===== src/rtl/sc_regbus_pkg.sv =====
// Shared definitions for the register-bank read-bus arbiter: state encoding,
// default widths and a one-hot to index helper.
package sc_regbus_pkg;

   localparam logic [1:0] ST_IDLE = 2'd0;
   localparam logic [1:0] ST_READ = 2'd1;
   localparam logic [1:0] ST_ACK  = 2'd2;

   typedef enum logic [1:0] {
      IDLE = ST_IDLE,
      READ = ST_READ,
      ACK  = ST_ACK
   } arbState_t;

   localparam int DEF_DATAWIDTH_BUS = 32;
   localparam int DEF_ADDRWIDTH     = 5;
   localparam int DEF_NUM_REGS      = 32;
   localparam int DEF_NUM_REQ       = 4;
   localparam int DEF_READ_LATENCY  = 1;

   // Highest set bit wins; callers only pass one-hot or zero vectors.
   function automatic int oneHotIdx(input logic [31:0] oh);
      int idx;
      idx = 0;
      for (int i = 0; i < 32; i++) begin
         if (oh[i]) idx = i;
      end
      return idx;
   endfunction

endpackage


===== src/rtl/sc_rr_picker.sv =====
// Combinational requester picker: round-robin scan starting at the pointer, or
// lowest-index fixed priority when SC_REGBUS_ARB_FIXEDPRI_EN is defined.
module sc_rr_picker
   import sc_regbus_pkg::*;
#(
   parameter int NUM_REQ = DEF_NUM_REQ,
   parameter int IDXW    = $clog2(NUM_REQ)
) (
   input  logic [NUM_REQ-1:0] req,
   input  logic [IDXW-1:0]    ptr,
   output logic [NUM_REQ-1:0] winOh,
   output logic [IDXW-1:0]    winIdx,
   output logic               anyReq
);

`ifdef SC_REGBUS_ARB_FIXEDPRI_EN
   localparam bit RR_EN = 1'b0;
`else
   localparam bit RR_EN = 1'b1;
`endif

   int              start;
   logic            found;
   logic [IDXW-1:0] idx;

   always_comb begin
      winOh = '0;
      found = 1'b0;
      idx   = '0;
      start = RR_EN ? int'(ptr) : 0;
      for (int j = 0; j < NUM_REQ; j++) begin
         idx = IDXW'((start + j) % NUM_REQ);
         if (!found && req[idx]) begin
            winOh[idx] = 1'b1;
            found      = 1'b1;
         end
      end
   end

   assign winIdx = IDXW'(oneHotIdx(32'(winOh)));
   assign anyReq = |req;

endmodule


===== src/rtl/sc_regbus_arbiter.sv =====
// Register-bank read-bus arbiter: IDLE -> READ -> ACK FSM on the falling clock edge.
// Define SC_REGBUS_ARB_FIXEDPRI_EN for fixed priority (lowest index wins, pointer held 0).
module sc_regbus_arbiter
   import sc_regbus_pkg::*;
#(
   parameter int DATAWIDTH_BUS = DEF_DATAWIDTH_BUS,
   parameter int ADDRWIDTH     = DEF_ADDRWIDTH,
   parameter int NUM_REGS      = DEF_NUM_REGS,
   parameter int NUM_REQ       = DEF_NUM_REQ,
   parameter int READ_LATENCY  = DEF_READ_LATENCY
) (
   input  logic                         SC_RegBusArb_CLOCK_50,
   input  logic                         SC_RegFIXED_RESET_InHigh,
   input  logic [NUM_REQ-1:0]           SC_RegBusArb_req_InBUS,
   input  logic [NUM_REQ*ADDRWIDTH-1:0] SC_RegBusArb_addr_InBUS,
   input  logic [DATAWIDTH_BUS-1:0]     SC_RegBusArb_regdata_InBUS,
   output logic [NUM_REQ-1:0]           SC_RegBusArb_grant_OutBUS,
   output logic [NUM_REQ-1:0]           SC_RegBusArb_ack_OutBUS,
   output logic [DATAWIDTH_BUS-1:0]     SC_RegBusArb_data_OutBUS,
   output logic [ADDRWIDTH-1:0]         SC_RegBusArb_regsel_OutBUS,
   output logic                         SC_RegBusArb_regsel_valid_Out,
   output logic                         SC_RegBusArb_err_Out,
   output logic                         SC_RegBusArb_busy_Out
);

   localparam int IDXW = $clog2(NUM_REQ);
   localparam int CNTW = (READ_LATENCY > 1) ? $clog2(READ_LATENCY) : 1;

   arbState_t          state;
   logic [IDXW-1:0]    rrPtr;
   logic [IDXW-1:0]    nextPtr;
   logic [CNTW-1:0]    latCnt;
   logic               oorQ;
   logic [NUM_REQ-1:0] winOh;
   logic [IDXW-1:0]    winIdx;
   logic               anyReq;
   logic [ADDRWIDTH-1:0] addrSel;
   logic               inRange;

   sc_rr_picker #(
      .NUM_REQ (NUM_REQ),
      .IDXW    (IDXW)
   ) uPick (
      .req    (SC_RegBusArb_req_InBUS),
      .ptr    (rrPtr),
      .winOh  (winOh),
      .winIdx (winIdx),
      .anyReq (anyReq)
   );

   always_comb begin
      addrSel = SC_RegBusArb_addr_InBUS[int'(winIdx)*ADDRWIDTH +: ADDRWIDTH];
      inRange = int'(addrSel) < NUM_REGS;
   end

`ifdef SC_REGBUS_ARB_FIXEDPRI_EN
   assign nextPtr = '0;
`else
   logic [IDXW-1:0] ownIdx;
   assign ownIdx  = IDXW'(oneHotIdx(32'(SC_RegBusArb_grant_OutBUS)));
   assign nextPtr = (ownIdx == IDXW'(NUM_REQ-1)) ? '0 : ownIdx + 1'b1;
`endif

   always_ff @(negedge SC_RegBusArb_CLOCK_50 or posedge SC_RegFIXED_RESET_InHigh) begin
      if (SC_RegFIXED_RESET_InHigh) begin
         state                         <= IDLE;
         rrPtr                         <= '0;
         latCnt                        <= '0;
         oorQ                          <= 1'b0;
         SC_RegBusArb_grant_OutBUS     <= '0;
         SC_RegBusArb_ack_OutBUS       <= '0;
         SC_RegBusArb_data_OutBUS      <= '0;
         SC_RegBusArb_regsel_OutBUS    <= '0;
         SC_RegBusArb_regsel_valid_Out <= 1'b0;
         SC_RegBusArb_err_Out          <= 1'b0;
         SC_RegBusArb_busy_Out         <= 1'b0;
      end else begin
         SC_RegBusArb_ack_OutBUS <= '0;
         SC_RegBusArb_err_Out    <= 1'b0;
         unique case (state)
            IDLE: begin
               if (anyReq) begin
                  state                         <= READ;
                  SC_RegBusArb_grant_OutBUS     <= winOh;
                  SC_RegBusArb_regsel_OutBUS    <= addrSel;
                  SC_RegBusArb_regsel_valid_Out <= inRange;
                  SC_RegBusArb_busy_Out         <= 1'b1;
                  oorQ                          <= !inRange;
                  latCnt                        <= CNTW'(READ_LATENCY-1);
               end
            end
            READ: begin
               if (latCnt == '0) begin
                  // Out-of-range reads never look at the bus; they return zero with err.
                  SC_RegBusArb_data_OutBUS      <= oorQ ? '0 : SC_RegBusArb_regdata_InBUS;
                  SC_RegBusArb_ack_OutBUS       <= SC_RegBusArb_grant_OutBUS;
                  SC_RegBusArb_err_Out          <= oorQ;
                  SC_RegBusArb_regsel_OutBUS    <= '0;
                  SC_RegBusArb_regsel_valid_Out <= 1'b0;
                  state                         <= ACK;
               end else begin
                  latCnt <= latCnt - 1'b1;
               end
            end
            ACK: begin
               state                     <= IDLE;
               rrPtr                     <= nextPtr;
               SC_RegBusArb_grant_OutBUS <= '0;
               SC_RegBusArb_busy_Out     <= 1'b0;
            end
            default: state <= IDLE;
         endcase
      end
   end

endmodule

===== config.mk =====
export PLATFORM = sky130hd
export DESIGN_NAME = sc_regbus_arbiter
export DESIGN_NICKNAME = d
export VERILOG_FILES = /design/src/rtl/sc_regbus_pkg.sv /design/src/rtl/sc_rr_picker.sv /design/src/rtl/sc_regbus_arbiter.sv
export SDC_FILE = /design/constraint.sdc
export NUM_CORES = 1
export LEC_CHECK = 0
export BUFFER_PORTS_ARGS = -buffer_cell sky130_fd_sc_hd__clkbuf_2
export CAP_MARGIN = 20
export CELL_PAD_IN_SITES_DETAIL_PLACEMENT = 0
export CELL_PAD_IN_SITES_GLOBAL_PLACEMENT = 1
export CORE_AREA = 2 2 70 122
export DETAILED_ROUTE_END_ITERATION = 16
export DIE_AREA = 0 0 72 124
export PLACE_DENSITY = 0.76
export SYNTH_ARGS = -nofsm -noshare
export SYNTH_HDL_FRONTEND = slang
export SYNTH_SLANG_ARGS = --single-unit

===== constraint.sdc =====
create_clock -name SC_RegBusArb_CLOCK_50 -period 3.2 [get_ports SC_RegBusArb_CLOCK_50]
set_input_delay 0.16 -clock SC_RegBusArb_CLOCK_50 [delete_from_list [all_inputs] [get_ports SC_RegBusArb_CLOCK_50]]
set_output_delay 0.16 -clock SC_RegBusArb_CLOCK_50 [all_outputs]
set_load 0.01 [all_outputs]

; After elaboration in Yosys (flattened, before gate mapping)
; Cells that the tools add are included.
[word_totals]
inputBits = 58
mem_count = 0
latch_bits = 0
elab_cells = 99
ram_bits = 0
romBits = 0
regBits = 52
[op_classes]
bitwise_logic = 4
eq_ne = 5
multipliers = 1
div = 0
reduce_logical = 19
n_shift = 1
order_cmp = 8
muxes = 47
add_sub_neg = 5
[ops]
columns = operator, count
row1 = $mux 4, 7
row2 = $shiftx 20x6->5, 1
row3 = $mux 1, 17
row4 = $mux 2, 7
row5 = $lt 2x3->1 const B, 4
row6 = $or 4x4->4, 3
row7 = $mux 5, 2
row8 = $pmux 5 s2, 1
row9 = $bmux 1 s2, 4
row10 = $demux 1 s2, 4
row11 = $ge 2x1->1 const B, 4
row12 = $pmux 4 s2, 1
row13 = $reduce_and 2->1, 4
row14 = $logic_and 1x1->1, 7
row15 = $pmux 1 s2, 3
row16 = $mul 2x3->5 const B, 1
row17 = $add 2x1->2 const B, 2
row18 = $add 2x2->2 const B, 2
row19 = $eq 2x2->1 const B, 2
row20 = $ne 2x2->1 const B, 2
row21 = $pmux 2 s2, 1
row22 = $reduce_bool 2->1, 2
row23 = $reduce_or 4->1, 1
row24 = $logic_not 1->1, 3
row25 = other kinds (5), 5

; Depth between registers and ports, before layout
[depth]
word_depth = 19
mapped_depth = 11
ltp_nobuf = 9

; Cells and area by module
; A second synthesis with hierarchy kept.
[unflattened]
hier_cells = 265
area_unflattened_um2 = 2534.9
[modules_own_cells]
columns = module, instances, cells_per_inst, seq_area_each_um2, area_per_inst_um2
row1 = sc_regbus_arbiter, 1, 218, 1276.2, 2169.6
row2 = sc_rr_picker, 1, 47, 0.0, 365.4

==> flow_metrics.py <==
metrics = {
    "grt": {
        "grt_max_degree": 39,
        "grt_pass1_vias": 2090,
        "overflow": 0,
        "grt_pass1_wl_um": 9620,
        "track_usage": 0.138,
        "antenna_found_initial": 0,
    },
    "synth": {
        "yosysSeqAreaShare": 0.484,
        "syn_nets": 273,
        "syn_avg_cell_area_sq_um": 12.7,
        "ys_warn_count": 0,
        "synthDistinctLibCells": 46,
        "synthFlopType": "dfrtn_1",
        "netlist_area_sq_um": 2640,
        "synth_edf_count": 0,
        "ys_seq_elements": 51,
        "synthCells": 208,
        "async_flop_share": 1.00,
    },
    "clock_network": {
        "numCtsBuffers": 5,
        "clock_latency_ps": 300,
        "htreeDepth": 2,
        "cts_sinks": 51,
        "max-clock-path-buffers": 2,
        "cts_tree": "yes",
        "root_buffer": "clkbuf_16",
        "clk_pin_slew_ps": 50,
    },
    "finish": {
        "postLayoutCoreUtil": 0.464,
        "area_growth_pct": 39.3,
        "stdcell_area_sq_um": 3670,
        "mostFrequentLayoutCell": "clkbuf_2",
        "layout-drive-gt1-share": 0.592,
        "nets": 397,
        "diodes": 0,
        "mostFrequentLayoutCells": "100 x clkbuf_2, 51 x dfrtn_1, 34 x mux2_2, 19 x buf_4, 9 x nand2_1",
    },
    "die": {
        "fp.dieH_um": 124,
        "row_count": 43,
        "fp.coreArea_sq_um": 7910,
        "dieArea_sq_um": 8930,
        "start_util": 0.333,
        "die_width_um": 72,
        "ioPinCount": 106,
    },
    "worst_hold_path": {
        "min_to": "SC_RegBusArb_data_OutBUS[19]",
        "hold_path.startpoint": "SC_RegBusArb_data_OutBUS[19]",
        "hold_path_class": "flop to flop",
        "hold_depth": 1,
    },
    "run": {
        "maxCapViolCount": 0,
    },
    "route": {
        "wire_per_inst_um": 14.6,
        "drc": 0,
        "drt_pass1_iterations": 4,
        "drt_iter0_markers": 86,
        "via_count": 2092,
        "via_per_inst": 4.95,
        "wirelength_um": 6190,
        "postRouteAntennaNets": 0,
    },
    "pwr": {
        "irDropWorstVdd_v": 0.000467,
        "power.density_nw_per_um2": 1060,
        "power_leakage_nw": 1.80,
    },
    "setup_path": {
        "worstRegToRegCells": 8,
        "worst-endpoint-required_ps": 1750,
        "r2r-start": "rrPtr[1]",
        "cp.arrival_ps": 1970,
        "end_kind": "flop",
        "r2r_end": "SC_RegBusArb_regsel_OutBUS[1]",
        "worstSetupPathType": "input port to flop",
        "r2r_setup_slack_ps": 330,
        "crit_fanout": 7,
        "start_kind": "input port",
    },
    "timing": {
        "rsz0062_at_grt": "yes",
        "hold_viol": 0,
        "setup_viol": 5,
        "slew-limit-headroom": 0.366,
        "tns_ps": -1020,
        "maxSlewViolCount": 0,
        "fin_skew_ps": 3.49,
        "setup_ws_ps": -219,
        "tightest_slew_ps": 949,
    },
    "place": {
        "place_area_sq_um": 3380,
        "gp_congestion": 0.800,
        "dp_hpwl_um": 4800,
        "portBuffers": 104,
    },
    "status": {
        "status": "complete, but fails checks",
        "violations": "setup timing",
    },
}
## Yosys cell counts (all sizes together) (2+ instances only)
cell type   n  area share
nor2        7       0.011
a211o       2      0.0066
nand3       3      0.0057
and2        5       0.013
o21ai       6       0.014
nor4        3       0.013
a22o        2      0.0066
mux2i       5       0.028
and4        5       0.017
buf         7       0.019
inv         7       0.010
ha          7       0.033
nand2      12       0.020
a32o        6       0.023
mux2       38        0.17
o21a        6       0.017
o31ai       2      0.0057
mux4        2       0.017
dfrtn      51        0.48
clkbuf      5      0.0071
a21o        6       0.017
nor2b       2      0.0057
a221o       4       0.015
a21oi       4      0.0076
## worst max-delay path by stage
stage,end,start,cells past startpoint,slack [ps]
6_report,SC_RegBusArb_regsel_OutBUS[1],SC_RegBusArb_req_InBUS[1],8,-220
5_1_grt,SC_RegBusArb_regsel_OutBUS[1],SC_RegBusArb_req_InBUS[1],8,-260
4_1_cts,SC_RegBusArb_regsel_OutBUS[1],SC_RegBusArb_req_InBUS[1],7,-170
3_5_place_dp,SC_RegBusArb_regsel_OutBUS[3],SC_RegBusArb_req_InBUS[2],8,-600
3_3_place_gp,SC_RegBusArb_regsel_OutBUS[3],SC_RegBusArb_req_InBUS[2],8,-570
2_1_floorplan,SC_RegBusArb_regsel_OutBUS[0],SC_RegBusArb_req_InBUS[0],8,-420
## layout make-up
| class | count | area (sq um) |
|---|---|---|
| Inverter | 7 | 30.0 |
| Sequential cell | 51 | 1280 |
| Multi-Input combinational cell | 138 | 1330 |
| Tap cell | 90 | 113 |
| Timing Repair inverter | 1 | 7.51 |
| Timing Repair Buffer | 128 | 777 |
| Fill cell | 748 | 4240 |
| Clock inverter | 2 | 12.5 |
| Clock buffer | 6 | 129 |
## critical path: stages
cell and delay [ps]:
buf_8 110, mux4_2 550, nor2b_4 150, a22o_1 190, mux2i_4 100, o21a_4 230
o21a_1 190, a221o_1 290
## metrics by stage
stage | setup slack (ps) | instances | total power, mW | hold slack [ps]
after floorplan | -422 | 208 | 2.56 | 475
after global placement | -568 | 408 | 3.19 | 424
after detailed placement | -600 | 408 | 3.24 | 455
after CTS | -175 | 419 | 3.85 | 455
after global routing | -257 | 423 | 4.17 | 465
final | -219 | 423 | 3.89 | 451
## timing repair
| item | in CTS | in global routing |
|---|---|---|
| cloned | 0 | 1 |
| pin swaps | 15 | 2 |
| resized for setup | 15 | 12 |
| hold buffers | 0 | 0 |
| buffers inserted | 3 | 4 |
| endpoints found under the setup margin | 6 | 8 |
## flip-flops by register name, summed over array words and instances (netlist names)
register and cells:
state 2, SC_RegBusArb_regsel_valid_Out 1, SC_RegBusArb_busy_Out 1, SC_RegBusArb_regsel_OutBUS 5
SC_RegBusArb_grant_OutBUS 4, SC_RegBusArb_ack_OutBUS 4, rrPtr 2, SC_RegBusArb_data_OutBUS 32
## cell families after synthesis
family | after synthesis | synth area share
AO/OA/AOI/OAI | 41 | 0.128
adder cells (fa/ha/maj) | 7 | 0.0332
buffers and inverters | 19 | 0.0361
flip-flops | 51 | 0.484
multiplexers | 45 | 0.214
other | 1 | 0.00142
AND/OR/NAND/NOR | 44 | 0.103
## power breakdown
| group | internal [mW] | leakage (nW) | switching [mW] |
|---|---|---|---|
| logic | 1.16 | 1.12 | 1.08 |
| registers | 0.978 | 0.614 | 0.161 |
| clock network | 0.288 | 0.0669 | 0.216 |
## routing by layer
metal	routed length [um]	GRT usage	vias to the layer above
li1	-	-	1006
met1	2230	0.141	1001
met2	3480	0.261	73
met3	331	0.0251	12
met4	150	0.0731	0
met5	0	0	-
(Power assumes the default switching activity.)
